File: src/rtl/time_report_pkg.sv
// Shared definitions for the time report transmitter.
//   - FSM state encoding
//   - ASCII constants used in the report line
//   - bit positions of each field within the 24-bit time word
package time_report_pkg;

  typedef enum logic [1:0] {
    ST_IDLE = 2'd0,
    ST_SEND = 2'd1,
    ST_WAIT = 2'd2
  } state_t;

  localparam logic [7:0] ASCII_ZERO  = 8'h30;
  localparam logic [7:0] ASCII_COLON = 8'h3A;
  localparam logic [7:0] ASCII_DOT   = 8'h2E;
  localparam logic [7:0] ASCII_CR    = 8'h0D;
  localparam logic [7:0] ASCII_LF    = 8'h0A;

  // time_data = {hour[23:19], min[18:13], sec[12:7], msec[6:0]}
  localparam int HOUR_MSB = 23;
  localparam int HOUR_LSB = 19;
  localparam int MIN_MSB  = 18;
  localparam int MIN_LSB  = 13;
  localparam int SEC_MSB  = 12;
  localparam int SEC_LSB  = 7;
  localparam int MSEC_MSB = 6;
  localparam int MSEC_LSB = 0;

  localparam int NUM_FIELDS = 4;

  function automatic logic [7:0] digit_ascii(input logic [3:0] d);
    return ASCII_ZERO + {4'h0, d};
  endfunction

endpackage

File: src/rtl/time_report_tx_bin2bcd_2digit.sv
// Two-digit binary to BCD converter (combinational).
//   bin  : 7-bit unsigned value
//   tens : bin clamped to 99, divided by 10
//   ones : bin clamped to 99, modulo 10
module bin2bcd_2digit (
  input  logic [6:0] bin,
  output logic [3:0] tens,
  output logic [3:0] ones
);

  logic [6:0] v;

  assign v    = (bin > 7'd99) ? 7'd99 : bin;
  assign tens = 4'(v / 7'd10);
  assign ones = 4'(v % 7'd10);

endmodule

File: src/rtl/time_report_tx.sv
// Serialises a snapshot of time_data as "HH:MM:SS.CC" (+ CR LF when
// NEWLINE=1) and hands it to a UART transmitter one byte at a time.
//   clk, rst   : clock, asynchronous active-low reset
//   time_data  : {hour, min, sec, centisec} to report
//   i_req      : report request pulse, accepted only when idle
//   tx_done    : uart_tx finished the current byte
//   tx_start   : one-cycle pulse, uart_tx latches tx_data
//   tx_data    : current byte, held until the matching tx_done
//   o_busy     : message in progress
//   o_done     : one-cycle pulse after the final byte completes
module time_report_tx
  import time_report_pkg::*;
#(
  parameter bit NEWLINE = 1'b1
) (
  input  logic        clk,
  input  logic        rst,
  input  logic [23:0] time_data,
  input  logic        i_req,
  input  logic        tx_done,
  output logic        tx_start,
  output logic [7:0]  tx_data,
  output logic        o_busy,
  output logic        o_done
);

  localparam logic [3:0] LAST = NEWLINE ? 4'd12 : 4'd10;

  state_t      state, state_nxt;
  logic [3:0]  idx;
  logic [23:0] snap;
  logic [7:0]  byte_sel;

  logic [NUM_FIELDS-1:0][6:0] fld;
  logic [NUM_FIELDS-1:0][3:0] tens;
  logic [NUM_FIELDS-1:0][3:0] ones;

  // Conversion works from the snapshot only, so later time_data changes
  // cannot leak into a message already in flight.
  assign fld[0] = 7'(snap[HOUR_MSB:HOUR_LSB]);
  assign fld[1] = 7'(snap[MIN_MSB:MIN_LSB]);
  assign fld[2] = 7'(snap[SEC_MSB:SEC_LSB]);
  assign fld[3] = 7'(snap[MSEC_MSB:MSEC_LSB]);

  for (genvar f = 0; f < NUM_FIELDS; f++) begin : g_cvt
    bin2bcd_2digit u_cvt (
      .bin  (fld[f]),
      .tens (tens[f]),
      .ones (ones[f])
    );
  end

  always_ff @(posedge clk or negedge rst) begin
    if (!rst) state <= ST_IDLE;
    else      state <= state_nxt;
  end

  always_comb begin
    state_nxt = state;
    case (state)
      ST_IDLE: if (i_req)   state_nxt = ST_SEND;
      ST_SEND:              state_nxt = ST_WAIT;
      ST_WAIT: if (tx_done) state_nxt = (idx == LAST) ? ST_IDLE : ST_SEND;
      default:              state_nxt = ST_IDLE;
    endcase
  end

  always_ff @(posedge clk or negedge rst) begin
    if (!rst) begin
      idx    <= 4'd0;
      snap   <= 24'd0;
      o_done <= 1'b0;
    end else begin
      o_done <= (state == ST_WAIT) && tx_done && (idx == LAST);
      if (state == ST_IDLE && i_req) begin
        snap <= time_data;
        idx  <= 4'd0;
      end else if (state == ST_WAIT && tx_done && idx != LAST) begin
        idx  <= idx + 4'd1;
      end
    end
  end

  always_comb begin
    byte_sel = 8'h00;
    case (idx)
      4'd0:  byte_sel = digit_ascii(tens[0]);
      4'd1:  byte_sel = digit_ascii(ones[0]);
      4'd2:  byte_sel = ASCII_COLON;
      4'd3:  byte_sel = digit_ascii(tens[1]);
      4'd4:  byte_sel = digit_ascii(ones[1]);
      4'd5:  byte_sel = ASCII_COLON;
      4'd6:  byte_sel = digit_ascii(tens[2]);
      4'd7:  byte_sel = digit_ascii(ones[2]);
      4'd8:  byte_sel = ASCII_DOT;
      4'd9:  byte_sel = digit_ascii(tens[3]);
      4'd10: byte_sel = digit_ascii(ones[3]);
      4'd11: byte_sel = NEWLINE ? ASCII_CR : 8'h00;
      4'd12: byte_sel = NEWLINE ? ASCII_LF : 8'h00;
      default: byte_sel = 8'h00;
    endcase
  end

  // Outputs depend only on registers; tx_data is forced to zero while idle
  // so the line is quiet (and 0x00 out of reset).
  assign tx_start = (state == ST_SEND);
  assign o_busy   = (state != ST_IDLE);
  assign tx_data  = o_busy ? byte_sel : 8'h00;

endmodule

File: config.mk
export PLATFORM = sky130hd
export DESIGN_NAME = time_report_tx
export DESIGN_NICKNAME = d
export VERILOG_FILES = /design/src/rtl/time_report_pkg.sv /design/src/rtl/time_report_tx_bin2bcd_2digit.sv /design/src/rtl/time_report_tx.sv
export SDC_FILE = /design/constraint.sdc
export NUM_CORES = 1
export LEC_CHECK = 0
export ABC_AREA = 1
export CORE_MARGIN = 1
export CORE_UTILIZATION = 49
export DETAILED_ROUTE_END_ITERATION = 8
export MAX_ROUTING_LAYER = met4
export PLACE_DENSITY_LB_ADDON = 0.08
export SYNTH_ARGS = -nofsm -noshare
export SYNTH_HDL_FRONTEND = slang
export SYNTH_SLANG_ARGS = --single-unit
File: constraint.sdc
create_clock -name clk -period 3.2 [get_ports clk]
set_input_delay 0.48 -clock clk [delete_from_list [all_inputs] [get_ports clk]]
set_output_delay 0.48 -clock clk [all_outputs]
set_load 0.1 [all_outputs]
After elaboration in Yosys (flattened, before gate mapping)
Cells that the tools add are included.
{ "totals": {"ff_bits": 31, "in_bits": 28, "output_inout_bits": 11, "word_cells": 64} }
{ "classes": {"add_sub_neg": 9, "n_div": 8, "order_cmp": 4, "eq_ne": 17, "muxes": 12, "reduce_logical": 10} }
{ "ops": {"columns": ["cell", "count"], "rows": [
  ["$pmux W7 S12", 1],
  ["$add A6 B4 Y7 const A", 8],
  ["$div A7 B4 Y7 const B", 4],
  ["$mod A7 B4 Y7 const B", 4],
  ["$mux W7", 4],
  ["$eq A4 B4 Y1 const B", 5],
  ["$eq A4 B3 Y1 const B", 4],
  ["$gt A6 B7 Y1 const B", 2],
  ["$eq A4 B2 Y1 const B", 2],
  ["$mux W4", 2],
  ["$mux W8", 1],
  ["$gt A5 B7 Y1 const B", 1],
  ["$gt A7 B7 Y1 const B", 1],
  ["$pmux W2 S3", 1],
  ["$add A4 B1 Y4 const B", 1],
  ["$eq A4 B1 Y1 const B", 1],
  ["$logic_and A1 B1 Y1", 4],
  ["$logic_not A4 Y1", 1],
  ["$mux W2", 2],
  ["$ne A2 B2 Y1 const B", 2],
  ["$ne A4 B4 Y1 const B", 1],
  ["$reduce_bool A2 Y1", 2],
  ["$eq A2 B1 Y1 const B", 1],
  ["$eq A2 B2 Y1 const B", 1],
  ["4 further kinds", 4]
]} }

Logic depth before layout (Yosys ltp)
{ "depth": {"depth_word": 6, "depth_mapped": 29, "depth_no_buf": 29} }

Modules after synthesis
A second synthesis with hierarchy kept.
{ "hier_totals": {"cells_unflattened": 589, "hier_area_um2": 3677.3} }
{ "modules_own_cells": {"columns": ["module", "n_inst", "cells_per_inst", "area_each_um2", "seq_area_each_um2"], "rows": [
  ["time_report_tx", 1, 257, 1875.5, 775.7],
  ["bin2bcd_2digit", 4, 83, 450.4, 0.0]
]} }

Worst setup path before layout
OpenSTA, ideal clock, no wires.
{ "synth_timing": {"path_kind": "register to output", "start": "register idx[0]", "end": "output tx_data[1]", "arrival_ns": 4.285, "required_time_ns": 2.720, "setup_slack_ns": -1.565, "stages_incl_launch_ff": 27, "n_path_buf": 0, "cell_sequence": "dfrtp_1 -> inv_1 -> ha_1 -> nand3_1 -> nand3_2 -> or2_0 -> nand2_2 -> nand3_2 -> nand2_2 -> nand2_2 -> nand2_1 -> nand2_1 -> inv_1 -> ha_1 -> nand3_1 -> nand2_1 -> nand3_2 -> nand2_1 -> nand2_1 -> nand2_2 -> ha_1 -> inv_1 -> nand2_1 -> nand3_1 -> nand2_1 -> nand3_1 -> a21oi_1"} }
{ "synth_via": {"elab_chain_cells": 4, "word_cells_on_any_way": 16, "cone_classes": "eq/ne: 12; mux: 2; reduce/logical: 2"} }
{ "synth_rtl": {"columns": ["element", "line", "source"], "rows": [
  ["start: declaration", "time_report_tx.sv:30", "logic [3:0] idx;"],
  ["start signal: assignment", "time_report_tx.sv:79", "idx <= idx + 4'd1;"],
  ["$eq A4 B3 Y1 or $eq A4 B2 Y1 (tied branches)", "time_report_tx.sv:86", "case (idx)"],
  ["$reduce_or A2 Y1 (no source line)", null, null],
  ["$pmux W7 S12 (*)", "time_report_tx.sv:86", null],
  ["$mux W8 (*)", "time_report_tx.sv:108", "assign tx_data = o_busy ? byte_sel : 8'h00;"],
  ["end: declaration", "time_report_tx.sv:22", "output logic [7:0] tx_data,"]
]} }
Mark *: on every way between the ends. The rest lies on a longest branch, timed or not.

Worst setup path in the final report
{ "layout_timing": {"start": "register idx[1]", "end": "output tx_data[1]"} }
Same word-level chain as after synthesis.

==> metrics.txt <==
critical path data arrival time 3.70 ns; vias per inst 5.497; initial antenna violation count 0; Critical Path RT 2.72 ns; Post-Syn Instances 388; Reg-to-Reg Start idx[1]; DR WL/cell 15.65 um; distinct cell type count after synthesis 35; violated checks setup timing; design area 4268 sq um; Slew headroom 35.98%; Worst R2R Path Depth 10; WHS Path Cells 2; dpl hpwl 5785 um; area share of the largest cell type after synthesis 31.09%; async set-reset flop share out of synthesis 100.0%; die area 5381 sq um; DRT Pass-1 Iters 7; CTS Buf Count 5; Reg2Reg Setup Slack 1.30 ns; nets 572; average cell area after synthesis 6.430 sq um; Port-buffer cells 36; Starting Density 51.79%; placed instance area 3684 sq um; vias in the first global route 3,090; status finished with violations; Final Max Slew Viols 0; Worst-Margin Slew 0.9573 ns; hold-fix buffers at CTS 0; EDFF count, synth 0; share of layout cells above drive strength 1 41.12%; Synth area leader dfrtp_1; pre-CTS worst setup slack -0.6228 ns; PD cells 1058 nW/um^2; core box area 4817 sq um; clk buf depth 2; Cells after DPL 563; WS Path Type register to output port; RSZ-0062 raised after global routing yes; # diodes 0; worst vdd ir 0.9018 mV; Total GRT Usage 33.86%; hold crit path type register to register; setup violators final 4; top cells by area, synth dfrtp_1 (31%), nand2_1 (21%), inv_1 (8.0%); Pleak 0.002156 uW; final setup margin -0.9781 ns; Clk Tree Root Cell clkbuf_8; fin cells 602; io pins 39; mapped cell area 2495 sq um; CP Launch Type register; synthesized flop and latch total 31; Max Cap Viol 0; fmax 239.3 MHz; CP Launch Point idx[1]; DRT iter0 DRCs 283; num rows 25; largest net degree at the start of global routing 33; sequential element share of the synthesized area 31.09%; chip width 73.36 um; crit-path max FO 6; Hold Fails Final Rpt 0; Vias 3,309; fin crit share 130.6%; CP Capture Type output port; # DRC 0; Ys Warns 0; post-route ant nets 0; Reg-to-Reg End idx[3]; Worst-Skew Late Latency 0.28 ns; first-pass GRT wire length 13,540 um; Tmin final 4.178 ns; CTS tree yes; CP Capture Point tx_data[1]; final wirelength 9419 um; Synth Flop Type dfrtp_1; Worst Skew 0.005068 ns; area delta synth->final 71.06%; Placer Congestion 0.9373; DIE HEIGHT 73.36 um; GRT overflow 0; CTS clk-pin slew, worst paths 0.07 ns; H-Tree Depth 2; CTS Sinks 31
==> state kept, by name, summed over array words and instances (netlist names) <==
name and cells:
idx 4, o_done 1, snap 24, state 2
==> worst min path at each step <==
stage | startpoint | end | slack (ns)
3_3_place_gp | snap[13] | snap[13] | 0.50
2_1_floorplan | rst | idx[0] | 0.18
3_5_place_dp | snap[13] | snap[13] | 0.52
6_report | snap[15] | snap[15] | 0.54
5_1_grt | snap[13] | snap[13] | 0.56
4_1_cts | snap[13] | snap[13] | 0.53
==> metrics by stage <==
step           power [uW]  hold slack [ns]  TNS (ns)  utilization [%]
3_5_place_dp         3573           0.5157    -2.205            76.47
6_report             4516           0.5386    -3.656            88.60
3_3_place_gp         3486           0.5013    -1.501            76.47
5_1_grt              4783           0.5577    -4.449            88.60
4_1_cts              4175           0.5323    -2.755            84.83
2_1_floorplan        2530           0.1844    -1.992                -
==> cell usage after synthesis (6+ instances only) <==
cell	n
nand3_1	24
nor2_1	21
inv_2	6
ha_1	9
o21ai_0	21
inv_1	53
nand2_2	6
a21oi_1	14
nand2_1	140
dfrtp_1	31
nand3_2	6
nand4_1	17
==> report_power, final <==
part | total [uW] | internal, uW | switching (uW)
logic | 3510 | 1380 | 2130
clock network | 314 | 169 | 145
registers | 696 | 564 | 132
==> cell type report <==
class	instances	area (sq um)
timing repair buffer	148	1239
clock buffer	6	82.58
sequential	31	777.0
clock inverter	1	5.005
inverter	59	226.5
multi-input combinational	290	1854
fill	256	549.3
tap	67	83.83
==> layout by cell type (no fill, tap or decap), types with 2 or more instances in the layout <==
cell             instances
nand2_1                118
buf_4                  114
inv_1                   44
dfrtp_1                 30
clkdlybuf4s50_1         28
nand2_2                 20
o21ai_0                 19
nand4_1                 17
nor2_1                  14
inv_2                   13
nand3_1                 13
nand3_2                 11
a21oi_1                  8
nand2_4                  8
nand3_4                  7
nor2_4                   7
ha_4                     6
clkbuf_8                 6
nor2_2                   5
o22ai_1                  5
a21oi_4                  5
o21ai_2                  4
buf_12                   4
nor3_1                   3
o211ai_1                 2
inv_4                    2
ha_1                     2
conb_1                   2
buf_6                    2
==> cell families (layout without fill, tap and decap cells) <==
logic type               after synthesis  in the layout  share of synthesized area [%]
AO/OA/AOI/OAI                         52             52                          11.99
XOR/XNOR                               1              1                         0.3511
adder cells (fa/ha/maj)                9              9                          4.514
buffers and inverters                 68            214                          10.88
flip-flops                            31             31                          31.09
other                                  1              2                         0.1503
AND/OR/NAND/NOR                      226            226                          41.02
==> worst max-delay path: stages, from the launching register on <==
cell and delay, ns:
dfrtp_2 0.45, ha_4 0.21, nand3_2 0.18, nand2_2 0.13, nor2_2 0.05, nor2_1 0.13
nand2_1 0.10, nand2_2 0.10, nand3_2 0.10, nand2_2 0.11, nand2_2 0.06, nand2_2 0.07
nand2_2 0.07, inv_2 0.08, ha_4 0.13, nand3_2 0.07, nand2_2 0.11, nand3_4 0.10
buf_4 0.17, nand3_2 0.12, nand2_4 0.11, nand3_4 0.12, nand3_2 0.09, nand2_1 0.10
nand3_2 0.09, a21oi_4 0.18, buf_12 0.19
==> layer usage <==
| metal | vias up | track usage (%) | wire [um] |
|---|---|---|---|
| li1 | 1537 | - | - |
| met1 | 1552 | 37.70 | 3664 |
| met2 | 170 | 60.49 | 4819 |
| met3 | 50 | 5.624 | 509 |
| met4 | 0 | 13.03 | 426 |
| met5 | - | - | 0 |
==> timing repair <==
| action | in CTS | in global routing |
|---|---|---|
| setup buffers | 25 | 7 |
| pin swaps | 26 | 38 |
| endpoints found under the setup margin | 4 | 4 |
| gates cloned | 0 | 0 |
| gates resized for setup | 34 | 34 |
Note: power is estimated with default switching activity, not from simulation.
